<file path="src/rtl/ippro_run_ctrl_pkg.sv">
// Shared types and constants for the IPPro run-control sequencer.
// The state encodings are fixed so they can be read directly in a waveform.
package ippro_run_ctrl_pkg;

  typedef enum logic [2:0] {
    ST_IDLE  = 3'd0,
    ST_FLUSH = 3'd1,
    ST_RUN   = 3'd2,
    ST_DRAIN = 3'd3,
    ST_FIN   = 3'd4
  } state_e;

  localparam int DRAIN_CYC_DEF = 4;
  localparam int FLUSH_LEN     = 2;

  function automatic int max_int(input int a, input int b);
    return (a > b) ? a : b;
  endfunction

endpackage

</file>
<file path="src/rtl/ippro_stall_counter.sv">
// Saturating event counter with synchronous clear.
// Clear has priority over increment.
module ippro_stall_counter #(
  parameter int CNT_W = 16
) (
  input  logic             clk,
  input  logic             rst,
  input  logic             clr_i,
  input  logic             inc_i,
  output logic [CNT_W-1:0] cnt_o
);

  logic [CNT_W-1:0] cnt_q, cnt_d;

  // NOTE: assign every always_comb output a default first so no latch is inferred.
  always_comb begin
    cnt_d = cnt_q;
    if (clr_i) begin
      cnt_d = '0;
    end else if (inc_i && (cnt_q != '1)) begin
      cnt_d = cnt_q + CNT_W'(1);
    end
  end

  // NOTE: sequential state uses non-blocking assignments only.
  always_ff @(posedge clk or posedge rst) begin
    if (rst) begin
      cnt_q <= '0;
    end else begin
      cnt_q <= cnt_d;
    end
  end

  assign cnt_o = cnt_q;

endmodule

</file>
<file path="src/rtl/ippro_run_ctrl.sv">
// Run-control sequencer for one IPPro core: program download, core reset,
// run until the last PC, pipeline drain, and FIFO-driven stall gating.
module ippro_run_ctrl
  import ippro_run_ctrl_pkg::*;
#(
  parameter int PC_W      = 10,
  parameter int INSTR_W   = 34,
  parameter int DRAIN_CYC = DRAIN_CYC_DEF,
  parameter int CNT_W     = 16
) (
  input  logic               CLK,
  input  logic               RESET,
  input  logic               HOST_WE,
  input  logic [PC_W-1:0]    HOST_ADDR,
  input  logic [INSTR_W-1:0] HOST_DATA,
  input  logic               START,
  input  logic               ABORT,
  input  logic [PC_W-1:0]    PROG_LAST,
  input  logic [PC_W-1:0]    CORE_PC,
  input  logic               GET_REQ,
  input  logic               PUT_REQ,
  input  logic               IN_EMPTY,
  input  logic               OUT_FULL,
  output logic               IM_WE,
  output logic [PC_W-1:0]    IM_ADDR,
  output logic [INSTR_W-1:0] IM_DIN,
  output logic               CORE_RESET,
  output logic               ENABLE,
  output logic               ENABLE_PC,
  output logic               BUSY,
  output logic               DONE,
  output logic               ERR,
  output logic [CNT_W-1:0]   STALL_CNT
);

  localparam int PH_MAX = max_int(DRAIN_CYC, FLUSH_LEN);
  localparam int PH_W   = $clog2(PH_MAX + 1);

  state_e             state_q, state_d;
  logic [PH_W-1:0]    phase_q, phase_d;
  logic [PC_W-1:0]    last_q, last_d;
  logic               err_q, err_d;
  logic               im_we_q, im_we_d;
  logic [PC_W-1:0]    im_addr_q;
  logic [INSTR_W-1:0] im_din_q;
  // Decoded state flags are registered so the datapath controls never glitch.
  logic               core_rst_q, core_rst_d;
  logic               busy_q, busy_d;
  logic               done_q, done_d;
  logic               run_q, run_d;
  logic               drain_q, drain_d;

  logic stall;
  logic start_ok;

  assign stall    = (GET_REQ & IN_EMPTY) | (PUT_REQ & OUT_FULL);
  assign start_ok = (state_q == ST_IDLE) & START;

  always_comb begin
    state_d = state_q;
    phase_d = phase_q;
    last_d  = last_q;
    unique case (state_q)
      ST_IDLE: begin
        if (START) begin
          state_d = ST_FLUSH;
          phase_d = '0;
          last_d  = PROG_LAST;
        end
      end
      ST_FLUSH: begin
        if (phase_q == PH_W'(FLUSH_LEN - 1)) begin
          state_d = ST_RUN;
          phase_d = '0;
        end else begin
          phase_d = phase_q + PH_W'(1);
        end
      end
      ST_RUN: begin
        if ((CORE_PC == last_q) && !stall) begin
          state_d = ST_DRAIN;
          phase_d = '0;
        end
      end
      ST_DRAIN: begin
        // Only unstalled cycles move instructions down the pipeline.
        if (!stall) begin
          if (phase_q == PH_W'(DRAIN_CYC - 1)) begin
            state_d = ST_FIN;
          end else begin
            phase_d = phase_q + PH_W'(1);
          end
        end
      end
      ST_FIN:  state_d = ST_IDLE;
      default: state_d = ST_IDLE;
    endcase
    if (ABORT && busy_q) begin
      state_d = ST_IDLE;
    end
  end

  always_comb begin
    core_rst_d = (state_d == ST_IDLE) || (state_d == ST_FLUSH);
    busy_d     = (state_d == ST_FLUSH) || (state_d == ST_RUN) || (state_d == ST_DRAIN);
    done_d     = (state_d == ST_FIN);
    run_d      = (state_d == ST_RUN);
    drain_d    = (state_d == ST_DRAIN);
    im_we_d    = HOST_WE & ~busy_q;
    err_d      = start_ok ? 1'b0 : (err_q | (HOST_WE & busy_q));
  end

  always_ff @(posedge CLK or posedge RESET) begin
    if (RESET) begin
      state_q    <= ST_IDLE;
      phase_q    <= '0;
      last_q     <= '0;
      err_q      <= 1'b0;
      im_we_q    <= 1'b0;
      im_addr_q  <= '0;
      im_din_q   <= '0;
      core_rst_q <= 1'b1;
      busy_q     <= 1'b0;
      done_q     <= 1'b0;
      run_q      <= 1'b0;
      drain_q    <= 1'b0;
    end else begin
      state_q    <= state_d;
      phase_q    <= phase_d;
      last_q     <= last_d;
      err_q      <= err_d;
      im_we_q    <= im_we_d;
      im_addr_q  <= HOST_ADDR;
      im_din_q   <= HOST_DATA;
      core_rst_q <= core_rst_d;
      busy_q     <= busy_d;
      done_q     <= done_d;
      run_q      <= run_d;
      drain_q    <= drain_d;
    end
  end

  ippro_stall_counter #(
    .CNT_W(CNT_W)
  ) u_stall_cnt (
    .clk  (CLK),
    .rst  (RESET),
    .clr_i(start_ok),
    .inc_i(run_q & stall),
    .cnt_o(STALL_CNT)
  );

  assign IM_WE      = im_we_q;
  assign IM_ADDR    = im_addr_q;
  assign IM_DIN     = im_din_q;
  assign CORE_RESET = core_rst_q;
  assign BUSY       = busy_q;
  assign DONE       = done_q;
  assign ERR        = err_q;
  // The only combinational path: stall inputs gate the enables in the same cycle.
  assign ENABLE     = (run_q | drain_q) & ~stall;
  assign ENABLE_PC  = run_q & ~stall;

endmodule

</file>
<file path="config.mk">
export PLATFORM = sky130hd
export DESIGN_NAME = ippro_run_ctrl
export DESIGN_NICKNAME = d
export VERILOG_FILES = /design/src/rtl/ippro_run_ctrl_pkg.sv /design/src/rtl/ippro_stall_counter.sv /design/src/rtl/ippro_run_ctrl.sv
export SDC_FILE = /design/constraint.sdc
export NUM_CORES = 1
export LEC_CHECK = 0
export ABC_AREA = 1
export ABC_CLOCK_PERIOD_IN_PS = 2170
export BUFFER_PORTS_ARGS = -buffer_cell sky130_fd_sc_hd__clkbuf_2
export CAP_MARGIN = 15
export CORE_MARGIN = 2
export CORE_UTILIZATION = 43
export CTS_CLUSTER_DIAMETER = 40
export DETAILED_ROUTE_END_ITERATION = 7
export GPL_ROUTABILITY_DRIVEN = 0
export PLACE_DENSITY_LB_ADDON = 0.12
export SYNTH_ARGS = -nofsm -noshare
export SYNTH_HDL_FRONTEND = slang
export SYNTH_SLANG_ARGS = --single-unit
export TNS_END_PERCENT = 30
</file>
<file path="constraint.sdc">
create_clock -name CLK -period 2.17 [get_ports CLK]
set_input_delay 0.1085 -clock CLK [delete_from_list [all_inputs] [get_ports CLK]]
set_output_delay 0.1085 -clock CLK [all_outputs]
set_load 0.005 [all_outputs]
</file>
==> flow_summary.json <==
{
  "status": "finished, final reports clean",
  "cts.path.max_buffers": 2,
  "hold_viol": 0,
  "swShare_pct": 31.70,
  "ys_ff_latch": 83,
  "cts_max_level": 3,
  "clock_latency_ns": 0.35,
  "grt_pass1_wl_um": 14270,
  "synth_top_area_cell": "dfrtp_1",
  "fin_crit_sh_pct": 84.93,
  "switchingPower_mw": 1.321,
  "row_count": 31,
  "start_util_pct": 44.91,
  "synthToLayoutAreaGrowth_pct": 49.90,
  "grt_pass1_vias": 3105,
  "wl_met3_um": 554,
  "pwr_density_cell_mw_per_mm2": 844.1,
  "vias_per_cell": 4.727,
  "drv_cap": 0,
  "final_nets": 625,
  "path_clk_slew_ns": 0.09,
  "final_cell_area_mm2": 0.004935,
  "finalSetupTns_ns": 0,
  "antenna_found_initial": 0,
  "synth_edf_count": 0,
  "worst-setup-path-type": "register to register",
  "syn_area_mm2": 0.003292,
  "die_w_um": 91.50,
  "wl_met2_um": 4565,
  "route.antenna.remaining_nets": 0,
  "pin_count": 140,
  "final_common_cell": "clkbuf_2",
  "synth_ff_type": "dfrtp_1",
  "required_ns": 2.42,
  "slew_violations": 0,
  "synthArstFlopShare_pct": 100.0,
  "gr-total-overflow": 0,
  "clkPwrFrac_pct": 30.6,
  "worst_pin_slew_ns": 0.4407,
  "critPathMaxFanout": 9,
  "cts_sinks": 83,
  "cp.arrival_ns": 2.09,
  "top_layer": "met4",
  "cts_made_buffers": 9,
  "ir_drop_uv": 620.9,
  "ys_types": 28,
  "synth_area_leaders": "dfrtp_1 (62%), nand2_1 (10%), inv_1 (4.7%), nor2_1 (3.1%), nand3_1 (3.0%)",
  "report.power.total_mw": 4.166,
  "detail_route.wl_per_cell_um": 13.08,
  "hold_path.class": "input port to register",
  "io_buffers": 139,
  "coreArea_mm2": 0.007331,
  "n_antenna_cell": 0,
  "drt_drc_violations_left": 0,
  "via_count": 3082,
  "critPathCaptureType": "register",
  "comb_power_share_pct": 23.7,
  "met1Wirelength_um": 3232,
  "drive_gt1_share_pct": 30.92,
  "avgSynthCellArea_um2": 9.654,
  "cts_tree": "yes",
  "nFillCells": 564,
  "finalWirelength_um": 8528,
  "layout_common_cells": "clkbuf_2 (139), nand2_1 (92), dfrtp_1 (82)",
  "cp-start-kind": "register",
  "die_h_um": 91.50,
  "internal_power_mw": 2.845,
  "firstDrtPassIters": 4,
  "relSlewSlack_pct": 70.44,
  "syn_nets": 418,
  "clock_skew_ns": 0.01279,
  "hpwl_um": 5896,
  "synth_top_area_share_pct": 62.33,
  "grtUsageTotal_pct": 21.76,
  "design.die.area_mm2": 0.008371,
  "placed_area_mm2": 0.004135,
  "post-route-min-period_ns": 1.843,
  "power_frac_seq_pct": 45.6,
  "synth-seq-area-share_pct": 63.13,
  "postCtsSetupBuffers": 0,
  "setup_violations": 0,
  "p_leak_nw": 2.563,
  "clock-root-buffer": "clkbuf_8",
  "drt_iter0_markers": 116,
  "syn_inst": 341,
  "fmax_mhz": 542.6,
  "ys.warnings.count": 0,
  "grt_max_degree": 50,
  "rsz0062_at_grt": "no"
}
[state kept, by name, summed over array words and instances (netlist names)]
register	flops
BUSY	1
phase_q	3
CORE_RESET	1
IM_DIN	34
IM_ADDR	10
drain_q	1
ERR	1
run_q	1
state_q	3
last_q	10
u_stall_cnt.cnt_o	16
IM_WE	1
DONE	1
[per-layer routing]
metal	vias to the layer above	track usage, %
met5	-	0
met4	0	9.091
met3	15	4.730
met2	116	39.15
met1	1448	24.78
li1	1503	-
[cell usage after synthesis (2+ instances only)]
cell	instances
buf_2	3
xnor2_1	5
nand4_1	15
xor2_1	3
o21bai_1	2
o21ai_1	11
inv_1	41
o21ai_0	12
ha_1	4
nor2_2	3
nand2_1	92
nor3_1	3
a21oi_1	6
nor2_1	27
nand3_1	20
dfrtp_1	82
[layout make-up]
| type | count | area [µm²] | share of cell area (%) |
|---|---|---|---|
| Sequential cell | 83 | 2078 | 42.11 |
| Timing Repair Buffer | 199 | 1301 | 26.37 |
| Multi-Input combinational cell | 211 | 1028 | 20.84 |
| Inverter | 44 | 173.9 | 3.524 |
| Clock buffer | 9 | 123.9 | 2.510 |
| Tap cell | 99 | 123.9 | 2.510 |
| Clock inverter | 7 | 105.1 | 2.130 |
[cells by family (layout without fill, tap and decap cells)]
| group | count (synthesis) | count (layout) | synth area share (%) |
|---|---|---|---|
| buf+inv | 47 | 259 | 5.625 |
| fa+ha+maj | 4 | 4 | 1.520 |
| flops | 83 | 83 | 63.13 |
| compound gates | 35 | 35 | 6.082 |
| xor+xnor | 8 | 8 | 2.129 |
| simple gates | 164 | 164 | 21.51 |
[power groups by stage]
stage | sequential [mW] | clock [mW] | combinational (mW)
CTS | 1.90 | 1.31 | 0.994
detailed placement | 1.93 | 0 | 0.906
floorplan | 1.91 | 0 | 0.584
global route | 1.93 | 1.37 | 1.14
global placement | 1.92 | 0 | 0.886
finish | 1.90 | 1.28 | 0.989
[final timing paths]
kind                                                   from                                to  slack (ns)  cells after the start
setup / recovery           u_stall_cnt.cnt_o[0]$_DFFE_PP0P_  u_stall_cnt.cnt_o[6]$_DFFE_PP0P_        0.33                      9
hold / removal                                        START            phase_q[1]$_DFFE_PP0P_        0.25                      5
setup reg to reg           u_stall_cnt.cnt_o[0]$_DFFE_PP0P_  u_stall_cnt.cnt_o[6]$_DFFE_PP0P_        0.33                      9
hold reg to reg                      phase_q[1]$_DFFE_PP0P_            phase_q[1]$_DFFE_PP0P_        0.51                      2
max in group asynchronous                             RESET              CORE_RESET$_DFF_PP1_        1.30                      4
min in group asynchronous                             RESET              IM_ADDR[7]$_DFF_PP0_        0.28                      3
[metrics by stage]
step           utilization, %  cells  worst slack (ns)  hold WS (ns)
2_1_floorplan               -    341            0.6304        0.1399
3_3_place_gp            56.41    579            0.4278       0.08241
3_5_place_dp            56.41    579            0.3711       0.08395
4_1_cts                 67.32    652            0.3440        0.2265
5_1_grt                 67.32    652            0.1804        0.2736
6_report                67.32    652            0.3271        0.2550
[worst max-delay path, cell delays in order (launching register included)]
cell and delay [ns]:
dfrtp_1 0.44, ha_1 0.28, nand2_1 0.10, nor2_2 0.18, nand2_2 0.10, o21ai_4 0.24
nand2_4 0.15, clkinv_4 0.12, nand2_1 0.06, o31ai_1 0.07
[what timing repair did]
action                                 CTS  global route
resized for setup                        0             0
hold buffers                            57             0
endpoints found under the hold margin   69             0
Power figures use the tool's default switching activity.
